**src/rtl/uart_rx.sv**
```systemverilog
// 8N1 serial receiver with input synchronizer, mid-bit sampling FSM and a small
// valid/ready receive FIFO.
`timescale 1ns/1ps
module uart_rx #(
    parameter int unsigned CLKS_PER_BIT = 434,
    parameter int unsigned FIFO_ASIZE   = 4
) (
    input  logic       clk,
    input  logic       resetn,
    input  logic       i_uart_rx,
    output logic [7:0] rdata,
    output logic       rvalid,
    input  logic       rready,
    output logic       frame_err,
    output logic       overrun,
    output logic       busy
);
    localparam int unsigned CntW  = $clog2(CLKS_PER_BIT);
    localparam int unsigned Depth = 1 << FIFO_ASIZE;
    localparam logic [CntW-1:0] HalfLast = CntW'(CLKS_PER_BIT / 2 - 1);
    localparam logic [CntW-1:0] BitLast  = CntW'(CLKS_PER_BIT - 1);

    typedef enum logic [2:0] {StIdle, StStart, StData, StStop, StWaitHigh} state_e;

    logic rx_meta, rx_s, rx_q, fall;
    state_e state_q, state_d;
    logic [CntW-1:0] cnt_q, cnt_d;
    logic [2:0] bitidx_q, bitidx_d;
    logic [7:0] shift_q, shift_d;
    logic push_req, frame_err_d, overrun_d;
    logic frame_err_q, overrun_q, busy_q;

    logic [FIFO_ASIZE:0] wptr_q, wptr_d, rptr_q, rptr_d;
    logic [7:0] mem [Depth];
    logic [7:0] rdata_q, rdata_d;
    logic empty, full, pop, push;

    // Synchronizer resets to the idle-high level so reset never looks like a start edge.
    always_ff @(posedge clk or negedge resetn) begin
        if (!resetn) begin
            rx_meta <= 1'b1;
            rx_s    <= 1'b1;
            rx_q    <= 1'b1;
        end else begin
            rx_meta <= i_uart_rx;
            rx_s    <= rx_meta;
            rx_q    <= rx_s;
        end
    end

    assign fall = rx_q & ~rx_s;

    always_comb begin
        state_d     = state_q;
        cnt_d       = cnt_q + CntW'(1);
        bitidx_d    = bitidx_q;
        shift_d     = shift_q;
        push_req    = 1'b0;
        frame_err_d = 1'b0;
        case (state_q)
            StIdle: begin
                cnt_d = '0;
                if (fall) state_d = StStart;
            end
            StStart: begin
                if (cnt_q == HalfLast) begin
                    cnt_d    = '0;
                    bitidx_d = '0;
                    state_d  = rx_s ? StIdle : StData;
                end
            end
            StData: begin
                if (cnt_q == BitLast) begin
                    cnt_d            = '0;
                    shift_d[bitidx_q] = rx_s;
                    bitidx_d         = bitidx_q + 3'd1;
                    if (bitidx_q == 3'd7) state_d = StStop;
                end
            end
            StStop: begin
                if (cnt_q == BitLast) begin
                    cnt_d = '0;
                    if (rx_s) begin
                        push_req = 1'b1;
                        state_d  = StIdle;
                    end else begin
                        frame_err_d = 1'b1;
                        state_d     = StWaitHigh;
                    end
                end
            end
            StWaitHigh: begin
                // Start detection is suppressed until the line returns high (break).
                cnt_d = '0;
                if (rx_s) state_d = StIdle;
            end
            default: state_d = StIdle;
        endcase
    end

    assign empty = (wptr_q == rptr_q);
    assign full  = (wptr_q[FIFO_ASIZE] != rptr_q[FIFO_ASIZE]) &&
                   (wptr_q[FIFO_ASIZE-1:0] == rptr_q[FIFO_ASIZE-1:0]);
    assign pop   = ~empty & rready;
    assign push  = push_req & (~full | pop);
    assign overrun_d = push_req & full & ~pop;

    always_comb begin
        wptr_d = wptr_q + (FIFO_ASIZE + 1)'(push);
        rptr_d = rptr_q + (FIFO_ASIZE + 1)'(pop);
        // New head is the byte being written this cycle when the FIFO was (or becomes) empty.
        if (rptr_d == wptr_q) rdata_d = shift_q;
        else                  rdata_d = mem[rptr_d[FIFO_ASIZE-1:0]];
    end

    always_ff @(posedge clk) begin
        if (push) mem[wptr_q[FIFO_ASIZE-1:0]] <= shift_q;
    end

    always_ff @(posedge clk or negedge resetn) begin
        if (!resetn) begin
            state_q     <= StIdle;
            cnt_q       <= '0;
            bitidx_q    <= '0;
            shift_q     <= '0;
            frame_err_q <= 1'b0;
            overrun_q   <= 1'b0;
            busy_q      <= 1'b0;
            wptr_q      <= '0;
            rptr_q      <= '0;
            rdata_q     <= '0;
        end else begin
            state_q     <= state_d;
            cnt_q       <= cnt_d;
            bitidx_q    <= bitidx_d;
            shift_q     <= shift_d;
            frame_err_q <= frame_err_d;
            overrun_q   <= overrun_d;
            busy_q      <= (state_d != StIdle);
            wptr_q      <= wptr_d;
            rptr_q      <= rptr_d;
            rdata_q     <= rdata_d;
        end
    end

    assign rdata     = rdata_q;
    assign rvalid    = ~empty;
    assign frame_err = frame_err_q;
    assign overrun   = overrun_q;
    assign busy      = busy_q;
endmodule

```
**config.mk**
```make
export PLATFORM = sky130hd
export DESIGN_NAME = uart_rx
export DESIGN_NICKNAME = d
export VERILOG_FILES = /design/src/rtl/uart_rx.sv
export SDC_FILE = /design/constraint.sdc
export NUM_CORES = 1
export LEC_CHECK = 0
export CORE_AREA = 2 2 175 177
export CTS_BUF_LIST = sky130_fd_sc_hd__clkbuf_4 sky130_fd_sc_hd__clkbuf_8
export DETAILED_ROUTE_END_ITERATION = 8
export DIE_AREA = 0 0 177 179
export SKIP_LAST_GASP = 1
export SLEW_MARGIN = 20
export SYNTH_ARGS = -nofsm -noshare
export SYNTH_HDL_FRONTEND = slang
export SYNTH_SLANG_ARGS = --single-unit
```
**constraint.sdc**
```tcl
create_clock -name clk -period 9.1 [get_ports clk]
set_clock_uncertainty 0.15 [all_clocks]
set_input_delay 2.73 -clock clk [delete_from_list [all_inputs] [get_ports clk]]
set_output_delay 2.73 -clock clk [all_outputs]
set_load 0.02 [all_outputs]
```
==> summary.md, run 1 <==
The run gives 0.0317 mm² as the area of the die. The starting density of the core was 0.244. The tools report the number of resized instances in the post-cts repair step as 0.

Setup repair after global routing left no endpoint under its margin. The wire length of the first global-routing pass is 21,600 µm. The internal power of the cells was 1080 µW; the count of buffer and inverter cells on the critical path was 1. The biggest fanout along the worst timing path works out to 12. Data arrives at the worst endpoint at 2.43 ns. The final route contains 3,609 vias. Timing would allow up to 188 MHz. In the final routed layout, each cell accounts on average for 16.2 µm.

For the number of global-route vias before repair, the log shows 3,765. Traced cell by cell, the critical path runs through xnor2_1, nand4_1, or2_2, clkdlybuf4s50_1. The areal power density over the cells works out to 169 mW/mm². The run gives 0.46 ns as the insertion delay to the later sink of the worst-skew pair. The initialized floorplan defines 64 standard-cell rows. The netlist area before placement is 0.00732 mm², and the final cycle utilization of the critical path is 0.584. During I/O placement, the number of pins put on the boundary was 16. The synthesized net count is 416, and the worst slew margin relative to its limit is 0.255. The worst hold path belongs to the class flip-flop to flip-flop. The maximum buffer depth of the clock tree was 2.

TritonCTS built the clock tree. The fraction of the yosys area taken by sequential cells was 0.686; the share of cells above drive strength 1 was 0.254. Most common flop cell mapped by yosys: sky130_fd_sc_hd__edfxtp_1.

The setup TNS came out at 0 ns. The logs give 0 for the antenna diode count and 13,700 µm for the detailed-route wire length. For the finished layout, the period the worst path requires is 5.31 ns. Buffers inserted to repair hold after CTS numbered 0.

Library cell used as clock root buffer: sky130_fd_sc_hd__clkbuf_8. For this block, the initial DRC count from the detailed router was 293. The share of total power consumed by net switching is 0.231, and the count of state elements after synthesis is 175.

After layout, the design draws a total of 1410 µW. For this design, the slowest cell found on the critical path is sky130_fd_sc_hd__dfrtp_1. The tools report the share of total power in combinational logic as 0.033. After global routing the overflow that remains totals 0. Data on the critical path is required at its endpoint by 6.22 ns.

The number of cells produced by synthesis was 403; the number of cells in the design after placement was 809. For this design the total switching power over the nets is 325 µW. In this run the standard cell core region covers 0.0300 mm². The die is 179 µm tall. The run gives 0.623 as the relative contribution of sequential cells to total power. Setup violations remaining at the end of the flow were counted as 0. During synthesis, Yosys emitted a total of 0 warnings. In the routed design, unresolved DRC markers number 0. Clock-pin slew was measured on the worst setup and hold paths at 0.09 ns. The detail route stage leaves a number of antenna-violating nets equal to 0. Synthesis-to-finish area growth: 13.4%. The logs give 0.277 for the final design utilization and 0.0631 mV for the worst voltage drop across the vdd grid. Number of enable-type register cells in the synthesized netlist: 128.

The worst setup path is of the flip-flop to primary output kind. The worst path meets setup with 3.79 ns of slack. The clock power share is 0.344, and the proportion of synthesized flip-flops having asynchronous set or reset is 0.269.

Synthesis instantiated 52 different standard cells from the library. The analysis attributes to cell leakage a power of 0.00313 µW. The filler cell count in the final layout came out at 2,998. The worst setup path is captured at a primary output. Summed over all nets, the half-perimeter wirelength after detailed placement is 8930 µm.

For the overall routing resource usage, the log shows 0.0925. In this design, the largest share of critical-path delay is due to simple AND/OR/NAND/NOR gates. The peak per-stage delay on the critical path is 0.62 ns, and the first-pass iteration count of the detailed router is 4. The count of buffers inserted at the top-level ports is 15, and the worst slack after detailed placement is 3.37 ns. Number of antenna violations at the first check in global routing: 0.

The tools report the number of max-slew violations in the final report as 0. The clock drives 175 sinks. The tools report the final RePlAce weighted congestion as 0.737. For the pin with the worst max-slew slack, the measured transition is 1.11 ns. The TritonCTS buffer count was 17. CTS built an H-tree with a depth of 4. The max-cap check violation count was 0; the horizontal die dimension was 177 µm. The pin count of the biggest net entering global routing came out at 48.

The run gives 0 as the number of buffers inserted by post-CTS setup repair. Leaving out filler cells and counting taps, the final layout contains 841. In the routed layout, each cell is associated on average with a via count of 4.29.

The count of endpoints failing hold in the final timing report was 0. Number of nets in the final layout: 445. The worst setup path is launched from a flip-flop.

The flow ran to the end, and the final reports show no timing, DRC or antenna violations. The average instance in the mapped netlist occupies 18.2 µm².
==> cells by family after synthesis <==
| family | after synthesis | share of synthesized area |
|---|---|---|
| xor gates and xnor gates | 23 | 0.0347 |
| AOI/OAI and AO/OA | 13 | 0.0135 |
| and+or+nand+nor | 83 | 0.0736 |
| adders and majority gates | 9 | 0.0154 |
| buffers and inverters | 27 | 0.0195 |
| DFF | 175 | 0.686 |
| muxes | 73 | 0.157 |
==> layer usage <==
layer / track usage / routed length, µm / vias up / share of wire
met3: 0.0246 / 562 / 17 / 0.041
met2: 0.164 / 7230 / 61 / 0.53
li1: - / - / 1635 / -
met1: 0.108 / 5660 / 1896 / 0.41
met5: 0 / 0 / - / 0
met4: 0.0331 / 203 / 0 / 0.015
==> path summary, 6_finish.rpt <==
check                                         start             endpoint  slack, ns  cells past startpoint
worst max-delay path            wptr_q[2]$_DFF_PN0_               rvalid       3.79                      4
worst min-delay path              rx_meta$_DFF_PN1_       rx_s$_DFF_PN1_       0.21                      0
worst max register to register  wptr_q[2]$_DFF_PN0_   rdata[4]$_DFF_PN0_       5.14                     10
worst min register to register    rx_meta$_DFF_PN1_       rx_s$_DFF_PN1_       0.21                      0
max in group asynchronous                    resetn  rptr_q[0]$_DFF_PN0_       6.12                      2
min in group asynchronous                    resetn   rdata[7]$_DFF_PN0_       2.22                      2
==> metrics by stage <==
stage               instance area (µm²)  hold WS [ns]
CTS                                8310         0.210
global route                       8310         0.209
global placement                   7950         0.197
detailed placement                 7950         0.197
floorplan                          7320         0.195
finish                             8310         0.208
==> placed cells by master, fill, tap and decap left out, drive strengths merged, types with 3 or more instances in the layout <==
cell           netlist  final
ha                   9      9
mux2                16     16
xnor2               16     16
nand4b               4      4
nand2                9      9
nor3                 6      6
nor4                 7      7
clkinv               0      6
o21ai                4      4
clkbuf               8     19
and3                 3      3
mux2i               25     25
inv                 10     15
nand4                5      5
mux4                32     32
nor2                23     23
dfstp                3      3
clkdlybuf4s50        0     14
buf                  9     13
xor2                 6      6
nand2b               4      4
dfrtp               44     44
nand3                7      7
and4bb               3      3
edfxtp             128    128
==> power by group through the flow <==
stage,Combinational [µW],Sequential [µW],Clock [µW]
after floorplan,33.1,890,0
after global placement,45.1,893,0
after detailed placement,47.8,894,0
after CTS,48.3,877,500
after global routing,52.9,880,530
final,46.9,876,484
==> state kept, by name, summed over array words and instances, names as in the netlist, 3 cells and up <==
name and cells:
bitidx_q 3, cnt_q 9, mem 128, rdata 8, rptr_q 5, shift_q 8, state_q 3, wptr_q 5
==> Yosys cell counts, types with 3 or more instances <==
cell type / instances / area [µm²]
sky130_fd_sc_hd__mux2i_1: 25 / 250
sky130_fd_sc_hd__dfstp_2: 3 / 78.8
sky130_fd_sc_hd__nor2_1: 23 / 86.3
sky130_fd_sc_hd__nand4b_1: 3 / 26.3
sky130_fd_sc_hd__nor3_1: 6 / 30.0
sky130_fd_sc_hd__nor4_1: 5 / 31.3
sky130_fd_sc_hd__mux2_1: 3 / 33.8
sky130_fd_sc_hd__dfrtp_1: 44 / 1100
sky130_fd_sc_hd__xnor2_1: 15 / 131
sky130_fd_sc_hd__o21ai_0: 3 / 15.0
sky130_fd_sc_hd__and4bb_2: 3 / 37.5
sky130_fd_sc_hd__clkbuf_1: 8 / 30.0
sky130_fd_sc_hd__edfxtp_1: 128 / 3840
sky130_fd_sc_hd__buf_6: 4 / 45.0
sky130_fd_sc_hd__nand2_1: 9 / 33.8
sky130_fd_sc_hd__nand4_1: 4 / 25.0
sky130_fd_sc_hd__mux2_2: 13 / 146
sky130_fd_sc_hd__buf_2: 3 / 15.0
sky130_fd_sc_hd__nand2b_1: 4 / 25.0
sky130_fd_sc_hd__mux4_2: 32 / 721
sky130_fd_sc_hd__nand3_1: 7 / 35.0
sky130_fd_sc_hd__inv_1: 10 / 37.5
sky130_fd_sc_hd__xor2_1: 5 / 43.8
sky130_fd_sc_hd__ha_1: 9 / 113
==> area by class of cell <==
class,count,area [µm²],share of cell area
Multi-Input combinational cell,201,2160,0.260
Inverter,10,37.5,0.00452
Tap cell,396,495,0.0597
Clock buffer,19,249,0.0300
Timing Repair Buffer,27,235,0.0283
Sequential cell,175,5020,0.605
Clock inverter,13,106,0.0128
(Power assumes the default switching activity.)
==> run 2: changes to the inputs <==
Clock period 9.1 ns to 4.6 ns, I/O delays scaled along.
==> summary.md, run 2 (synthesis gave the netlist of run 1 again) <==
The flow ran to the end, and the final reports show no timing, DRC or antenna violations. The maximum buffer depth of the clock tree came out at 2 (unchanged). The number of antenna violations at the first check in global routing is 0 (unchanged), and the area of the die is 0.0317 mm² (unchanged). The data arrival time of the worst path was 2.43 ns (about the same). The number of top-level design ports was 16 (unchanged).

The count of buffer and inverter cells on the critical path came out at 1 (unchanged). The pin count of the biggest net entering global routing came out at 35 (was 48). The clock transition time at the flip-flop clock pins of the worst setup and hold paths works out to 0.09 ns (about the same). The synthesis-to-finish area growth is 15.3% (was 13.4%). The slew at the pin closest to its max-slew limit was 0.822 ns (was 1.11 ns); the area of all placed cells without fillers was 0.00844 mm² (was 0.00831 mm²). The count of buffers inserted at the top-level ports works out to 15 (unchanged). Worst path cell trace: xnor2_1, nand4_1, or2_2, clkdlybuf4s50_1 (unchanged). Worst path setup slack after routing: 0.642 ns (was 3.79 ns). The TritonCTS buffer count was 17 (unchanged); the violation count after the first detailed-route iteration was 266 (was 293). Peak per-stage delay on the critical path: 0.61 ns (was 0.62 ns). The hold buffer count at CTS came out at 0 (unchanged).

Top layer used by detailed routing: met4 (unchanged). Start point of the worst hold path: rx_meta$_DFF_PN1_ (unchanged). The cell row count is 64 (unchanged), and the detailed placement HPWL is 9110 µm (was 8930 µm).

The worst voltage drop across the vdd grid was 0.148 mV (was 0.0631 mV). The tools report the final RePlAce weighted congestion as 0.720 (was 0.737). The number of max-slew violations in the final report was 0 (unchanged); the overall routing resource usage was 0.0953 (was 0.0925). The standard cell with the maximum stage delay on the critical path is sky130_fd_sc_hd__dfrtp_1 (unchanged). The average vias per placed instance was 4.28 (was 4.29); the number of buffers inserted by post-CTS setup repair was 0 (unchanged). Top achievable clock speed: 253 MHz.

The run gives 0.451 ns (was 3.37 ns) as the worst slack after detailed placement. The insertion delay to the later sink of the worst-skew pair is 0.46 ns (about the same). The horizontal die dimension came out at 177 µm (unchanged). The type of origin of the critical path is a flip-flop (unchanged).

For the worst hold-check slack, the log shows 0.211 ns (was 0.208 ns). For the critical path data required time, the log shows 3.07 ns (was 6.22 ns). The number of nets in the final layout was 452 (was 445); the areal power density over the cells was 346 mW/mm² (was 169 mW/mm²). Final number of setup-violating endpoints: 0 (unchanged). Path category of the worst min-delay check: flip-flop to flip-flop (unchanged). The tools report the core region area as 0.0300 mm² (unchanged). Setup repair after global routing left no endpoint under its margin. Number of resized instances in the post-cts repair step: 0 (unchanged). The starting density of the core came out at 0.244 (unchanged). The tools report the global route total overflow as 0 (unchanged). Start of the worst register-to-register path: wptr_q[3]$_DFF_PN0_ (was wptr_q[2]$_DFF_PN0_).

The clock net sink count came out at 175 (unchanged). TritonCTS built the clock tree. The setup TNS was 0 ns (unchanged). For the number of global-route vias before repair, the log shows 3,798 (was 3,765). The worst slew margin relative to its limit was 0.450 (was 0.255); the flip-flop count of the largest register after layout was 128 (unchanged).

The detailed-route wire length was 14,000 µm (was 13,700 µm). The run gives 0.00320 µW (was 0.00313 µW) as the leakage component of the power. For the slack of the worst reg-to-reg path, the log shows 0.90 ns (was 5.14 ns). The logic depth of the worst register-to-register path was 10 (unchanged); the mean routed wirelength per cell was 16.5 µm (was 16.2 µm).

The final cycle utilization of the critical path was 0.860. The biggest fanout along the worst timing path is 11 (was 12). The tools report the type of destination of the critical path as a primary output (unchanged). The tools report the worst reg2reg path endpoint as rdata[2]$_DFF_PN0_ (was rdata[4]$_DFF_PN0_).

Vertical die dimension: 179 µm (unchanged). The type of the worst setup path was flip-flop to primary output (unchanged). The number of instances on the worst hold path is 0 (unchanged).

The met2 wire length was 7480 µm (was 7230 µm). The share of cells above drive strength 1 was 0.265 (was 0.254); the H-tree depth was 4 (unchanged). Leading cell types in the layout, fill and taps excluded: sky130_fd_sc_hd__edfxtp_1 (128), sky130_fd_sc_hd__dfrtp_1 (44), sky130_fd_sc_hd__mux4_2 (32), sky130_fd_sc_hd__mux2i_1 (25), sky130_fd_sc_hd__nor2_1 (23) (unchanged). Final routed DRC violation total: 0 (unchanged).

The logs give 0 (unchanged) for the antenna diode count and 5930 µm (was 5660 µm) for the wire length on met1. The library cell used as clock root buffer was sky130_fd_sc_hd__clkbuf_8 (unchanged). The wire length of the first global-routing pass was 22,500 µm (was 21,600 µm). For the routed length on met3, the log shows 441 µm (was 562 µm).

The tools report the first-pass iteration count of the detailed router as 4 (unchanged). The final period demand of the worst path came out at 3.96 ns. The end of the worst hold path is rx_s$_DFF_PN1_ (unchanged). The count of antenna-violating nets left after detailed routing is 0 (unchanged). The logs give 0 (unchanged) for the count of endpoints failing hold in the final timing report and 0 (unchanged) for the max-cap check violation count.

The total via count in the routed design came out at 3,628 (was 3,609). The area after detailed placement came out at 0.00803 mm² (was 0.00795 mm²). Cell type group with the largest total delay on the critical path: simple AND/OR/NAND/NOR gates (unchanged). Commonest non-fill, non-tap cell in the layout: sky130_fd_sc_hd__edfxtp_1 (unchanged).
## run 2: cell types whose count changed in the layout (fill, tap and decap cells not counted), sizes merged
| cell | change |
|---|---|
| bufinv | +2 |
| buf | +7 |
| inv | +1 |
| clkinv | -3 |
## run 2: worst max path at each step
stage,cells after the start,start,to
floorplan,13,wptr_q[1]$_DFF_PN0_,rdata[1]$_DFF_PN0_
global placement,9,rready,rdata[1]$_DFF_PN0_
detailed placement,9,rready,rdata[1]$_DFF_PN0_
CTS,4,wptr_q[3]$_DFF_PN0_,rvalid
global route,4,wptr_q[3]$_DFF_PN0_,rvalid
finish,4,wptr_q[3]$_DFF_PN0_,rvalid
## run 2: area by class of cell
class / count / area, µm²
multi-input cells: 201 / 2160
clock inverters: 13 / 151
repair buffers: 34 / 313
fillers: 2950 / 21600
well taps: 396 / 495
flip-flops and latches: 175 / 5020
inverters: 10 / 37.5
clock buffers: 19 / 262
## run 2: per-layer routing
layer | vias to the layer above | track usage
li1 | 1644 | -
met1 | 1924 | 0.112
met2 | 51 | 0.169
met4 | 0 | 0.0348
met5 | - | 0
met3 | 9 | 0.0237
## run 2: report_power, final
part	internal (µW)	switching [µW]
Sequential	1700	34.8
Clock	525	571
Combinational	44.8	49.8
Total	2270	656
## run 2: through the flow
step	total power (µW)	util	instances
after floorplan	1830	-	403
after global placement	1860	0.267	816
after detailed placement	1870	0.267	816
after CTS	2950	0.281	848
after global routing	3040	0.281	848
final	2920	0.281	848
==> run 3: changes to the inputs <==
Settings changed: CORE_AREA 2 2 175 177 to 2 2 116 118, CTS_BUF_LIST sky130_fd_sc_hd__clkbuf_4 sky130_fd_sc_hd__clkbuf_8 to sky130_fd_sc_hd__clkbuf_8, DIE_AREA 0 0 177 179 to 0 0 118 120, PLACE_DENSITY set to 0.77, SLEW_MARGIN 20 to unset.
==> summary.md, run 3 (synthesis gave the netlist of run 1 again) <==
The wire length of the first global-routing pass came out at 20,200 µm (was 22,500 µm). The type of destination of the critical path was a primary output (unchanged). The number of top-level design ports came out at 16 (unchanged). The detailed placement HPWL came out at 8030 µm (was 9110 µm). The number of buffers inserted by post-CTS setup repair is 0 (unchanged). The commonest non-fill, non-tap cell in the layout is sky130_fd_sc_hd__edfxtp_1 (unchanged). Setup repair after global routing left no endpoint under its margin. The run gives 0.212 ns (was 0.211 ns) as the worst hold-check slack.

The violation count after the first detailed-route iteration was 280 (was 266). The final period demand of the worst path came out at 3.94 ns (was 3.96 ns). The core region area came out at 0.0130 mm² (was 0.0300 mm²). The type of the worst setup path was flip-flop to primary output (unchanged). The flip-flop count of the largest register after layout was 128 (unchanged); the global route total overflow was 0 (unchanged). The tools report the max-cap check violation count as 0 (unchanged). The mean routed wirelength per cell works out to 19.7 µm (was 16.5 µm).

The tools report the critical path data required time as 3.07 ns (about the same). The tools report the setup TNS as 0 ns (unchanged). The start of the worst register-to-register path was wptr_q[1]$_DFF_PN0_ (was wptr_q[3]$_DFF_PN0_). Count of antenna-violating nets left after detailed routing: 0 (unchanged). The tools report the worst reg2reg path endpoint as rdata[0]$_DFF_PN0_ (was rdata[2]$_DFF_PN0_). The run gives 0.762 (was 0.720) as the final RePlAce weighted congestion. The tools report the clock net sink count as 175 (unchanged). TritonCTS built the clock tree. The path category of the worst min-delay check is flip-flop to flip-flop (unchanged). The run gives 12,300 µm (was 14,000 µm) as the detailed-route wire length.

The clock transition time at the flip-flop clock pins of the worst setup and hold paths is 0.08 ns (was 0.09 ns). The top achievable clock speed was 254 MHz (was 253 MHz); the areal power density over the cells was 359 mW/mm² (was 346 mW/mm²). The biggest fanout along the worst timing path is 11 (unchanged), and the count of endpoints failing hold in the final timing report is 0 (unchanged).

The run gives 0 (unchanged) as the number of antenna violations at the first check in global routing. The worst slew margin relative to its limit was 0.186 (was 0.450); the average vias per placed instance was 5.75 (was 4.28). The synthesis-to-finish area growth came out at 11.5% (was 15.3%). The run finished with clean final reports. The vertical die dimension was 120 µm (was 179 µm).

The tools report the data arrival time of the worst path as 2.41 ns (was 2.43 ns). The tools report the start point of the worst hold path as rx_meta$_DFF_PN1_ (unchanged). The run gives 0 (unchanged) as the number of max-slew violations in the final report. The number of instances on the worst hold path works out to 0 (unchanged). The tools report the slack of the worst reg-to-reg path as 0.92 ns (was 0.90 ns). The first-pass iteration count of the detailed router was 4 (unchanged); the area of the die was 0.0142 mm² (was 0.0317 mm²).

Overall routing resource usage: 0.191 (was 0.0953). The slew at the pin closest to its max-slew limit was 1.21 ns (was 0.822 ns). The horizontal die dimension works out to 118 µm (was 177 µm).

Leading cell types in the layout, fill and taps excluded: sky130_fd_sc_hd__edfxtp_1 (128), sky130_fd_sc_hd__dfrtp_1 (44), sky130_fd_sc_hd__mux4_2 (32), sky130_fd_sc_hd__mux2i_1 (25), sky130_fd_sc_hd__nor2_1 (23) (unchanged). The tools report the hold buffer count at CTS as 0 (unchanged). Worst voltage drop across the vdd grid: 0.241 mV (was 0.148 mV). For the antenna diode count, the log shows 0 (unchanged). The run gives 2 (unchanged) as the maximum buffer depth of the clock tree. The tools report the end of the worst hold path as rx_s$_DFF_PN1_ (unchanged). The pin count of the biggest net entering global routing was 48 (was 35).

For the number of nets in the final layout, the log shows 449 (was 452). The count of buffers inserted at the top-level ports was 15 (unchanged). The insertion delay to the later sink of the worst-skew pair was 0.45 ns (was 0.46 ns); the final cycle utilization of the critical path was 0.856 (was 0.860). The number of global-route vias before repair is 3,779 (was 3,798). The total via count in the routed design is 3,594 (was 3,628). The H-tree depth was 4 (unchanged). Library cell used as clock root buffer: sky130_fd_sc_hd__clkbuf_8 (unchanged). The logs give 0 (unchanged) for the number of resized instances in the post-cts repair step and 17 (unchanged) for the TritonCTS buffer count. The logic depth of the worst register-to-register path came out at 10 (unchanged). The tools report the type of origin of the critical path as a flip-flop (unchanged). The final number of setup-violating endpoints came out at 0 (unchanged). The cell row count was 42 (was 64). The share of cells above drive strength 1 is 0.256 (was 0.265). For the leakage component of the power, the log shows 0.00320 µW (about the same). The starting density of the core was 0.564 (was 0.244). The tools report the final routed DRC violation total as 0 (unchanged).
## run 3: final cells by class
type | count | area [µm²]
Sequential cell | 175 | 5020
Timing Repair Buffer | 31 | 290
Clock buffer | 18 | 248
Clock inverter | 14 | 175
Multi-Input combinational cell | 201 | 2170
Fill cell | 909 | 4810
Inverter | 10 | 37.5
Tap cell | 176 | 220
## run 3: where the power goes
part	internal [µW]	switching [µW]	total [µW]
sequential	1700	35.2	1730
clock	597	508	1110
combinational	44.0	46.6	90.5
## run 3: how the worst max path moves through the flow
stage / start / endpoint / slack (ns) / depth (start not counted)
3_5_place_dp: rready / rdata[0]$_DFF_PN0_ / 0.50 / 8
6_report: wptr_q[1]$_DFF_PN0_ / rvalid / 0.66 / 4
3_3_place_gp: rready / rdata[0]$_DFF_PN0_ / 0.58 / 8
2_1_floorplan: wptr_q[1]$_DFF_PN0_ / rdata[1]$_DFF_PN0_ / 1.04 / 13
5_1_grt: wptr_q[3]$_DFF_PN0_ / rvalid / 0.51 / 4
4_1_cts: wptr_q[3]$_DFF_PN0_ / rvalid / 0.61 / 4
## run 3: metrics by stage
stage	power [µW]	instance area, µm²	instances	utilization	setup slack, ns
4_1_cts	2960	8170	625	0.629	0.610
3_3_place_gp	1860	7740	593	0.596	0.577
2_1_floorplan	1830	7320	403	-	1.04
3_5_place_dp	1860	7740	593	0.596	0.502
5_1_grt	3030	8170	625	0.629	0.505
6_report	2930	8170	625	0.629	0.661
## run 3: metal layers
layer | routed length, µm | track usage | up-vias
li1 | - | - | 1639
met2 | 6480 | 0.323 | 66
met3 | 445 | 0.0452 | 14
met5 | 0 | 0 | -
met1 | 5250 | 0.244 | 1875
met4 | 154 | 0.0663 | 0
## run 3: worst max-delay path: stages, from the launching register on
cell	delay [ns]
sky130_fd_sc_hd__dfrtp_1	0.63
sky130_fd_sc_hd__xnor2_1	0.18
sky130_fd_sc_hd__nand4_1	0.25
sky130_fd_sc_hd__or2_2	0.36
sky130_fd_sc_hd__clkdlybuf4s50_1	0.54
==> edit (config.mk and constraints of run 2) <==
Change the parameter `FIFO_ASIZE` from 4 to 3.
--- a/src/rtl/uart_rx.sv
+++ b/src/rtl/uart_rx.sv
@@ -4,5 +4,5 @@
 module uart_rx #(
     parameter int unsigned CLKS_PER_BIT = 434,
-    parameter int unsigned FIFO_ASIZE   = 4
+    parameter int unsigned FIFO_ASIZE   = 3
 ) (
     input  logic       clk,
Formal check against the unedited RTL: no difference found for any inputs over 10 cycles, from zero or initial values and one cycle with resetn low; that may be too few to reach the edited logic, so the function may still have changed.
==> edit against run 2 <==
Combinational power is 2.7% higher; area after synthesis decreased by 37%; utilization shrank 9.7 points; worst setup slack improved by 0.42 ns; final area decreased by 34%; die area stayed put; sequential power down 37%; sequential cell count fell by 66; routed wire length decreased by 37%; via count is 34% lower; register-to-register slack gained 0.64 ns; non-clock buffer count fell by 7; power down 39%; critical path type is now in -> reg; largest power group unchanged.
==> edit: results (changes against run 2) <==
[global_route]
use_met1=0.0694  ; -0.0422
grt_use_total=0.0612  ; -0.0342
grt_pass1_wl_um=14400  ; -36%
grt_max_degree=26  ; -26%
grtUsageMet2=0.105  ; -0.0637
grt_pass1_vias=2504  ; -34%
use_met3=0.0182  ; -0.00551

[critical_path]
slowest_stage=mux4_2
crit_path_max_incr_delay_ns=0.55  ; -0.06 ns
cp_max_fo=18  ; +7
critPathArrivalTime_ns=3.67  ; +1.24 ns
critical-path-top-delay-family=multiplexers

[logic_synthesis]
ys_warn_count=0  ; unchanged
ys_seq_area_frac=0.658  ; -0.0278
syn_nets=293  ; -30%
synth.avg_cell_area_um2=16.6  ; -8.9%
async_flop_share=0.413  ; +0.144
yosysUniqueCellTypes=46  ; -12%
synth-edff-count=64  ; -50%
yosys-top-cells-area=edfxtp_1, dfrtp_1, mux4_2
netlist_top_cells_count=edfxtp_1, dfrtp_1, mux2_2

[routing]
wl_per_cell_um=12.5  ; -24%
vias_per_cell=3.37  ; -21%
wl_met3_um=298  ; -32%
met1_length_um=3870  ; -35%
met2WireLength_um=4530  ; -39%
first_iter_violations=128  ; -52%

[clock_network]
cts_max_level=3  ; -1
post_cts_buffers=0  ; unchanged
clk_pin_slew_ns=0.11  ; +0.02 ns
cts_made_buffers=9  ; -8
insertion_delay_ns=0.38  ; -0.08 ns

[finish]
final_nets=323  ; -29%
drive_gt1_frac=0.251  ; -0.0147
largest_reg_flops=64  ; -50%
antennaDiodeCount=0  ; unchanged
num-fill-cells=3200  ; +8.5%

[pwr]
p_leak_nw=2.14  ; -33%
p_seq_frac=0.606  ; +0.013
swShare=0.238  ; +0.0140
vdd_drop_max_v=0.000166  ; +12%
power_switching_w=0.000428  ; -35%

[placement]
dp_hpwl_um=5940  ; -35%
dpl_cell_area_mm2=0.00533  ; -34%
place.gp.congestion=0.705  ; -2.1%
dp.cells=695  ; -15%

[worst_hold_path]
hp-class=reg -> reg

[status]
status=complete, no violations

[sta]
slew_headroom=0.392  ; -0.0584

==> edit: cell types whose count changed after synthesis, sizes merged, moves of 6 or more <==
cell | before | now
edfxtp | 128 | 64
mux2 | 16 | 24
nor2 | 23 | 12
buf | 9 | 3
a21oi | 2 | 11
mux4 | 32 | 16
mux2i | 25 | 0
==> edit: worst paths after layout <==
check / start / endpoint / slack (ns) / depth (start not counted)
setup / recovery: rready / rdata[1]$_DFF_PN0_ / 1.06 / 7
hold / removal: rx_meta$_DFF_PN1_ / rx_s$_DFF_PN1_ / 0.22 / 0
setup reg to reg: rptr_q[3]$_DFF_PN0_ / rdata[1]$_DFF_PN0_ / 1.54 / 8
hold reg to reg: rx_meta$_DFF_PN1_ / rx_s$_DFF_PN1_ / 0.22 / 0
max in group asynchronous: resetn / rptr_q[1]$_DFF_PN0_ / 2.69 / 2
min in group asynchronous: resetn / cnt_q[5]$_DFF_PN0_ / 0.85 / 1
==> edit: through the flow <==
stage	setup WS, ns	util	hold WS [ns]
after CTS	1.05	0.184	0.216
after floorplan	0.861	-	0.195
after global placement	0.637	0.177	0.213
after detailed placement	0.622	0.177	0.201
after global routing	0.964	0.184	0.220
final	1.06	0.184	0.215
==> edit: cell type report <==
| cell class | instances | area share |
|---|---|---|
| flip-flops and latches | 109 | 0.551 |
| multi-input cells | 156 | 0.274 |
| well taps | 396 | 0.0895 |
| repair buffers | 27 | 0.0425 |
| clock buffers | 10 | 0.0237 |
| clock inverters | 6 | 0.0145 |
| inverters | 7 | 0.00474 |
==> edit: kinds of logic after synthesis <==
kind of cell,synth area share
adder cells (fa/ha/maj),0.0243
multiplexers,0.136
XOR/XNOR,0.0399
buffers and inverters,0.0140
AND/OR/NAND/NOR,0.0964
flip-flops,0.658
AO/OA/AOI/OAI,0.0310
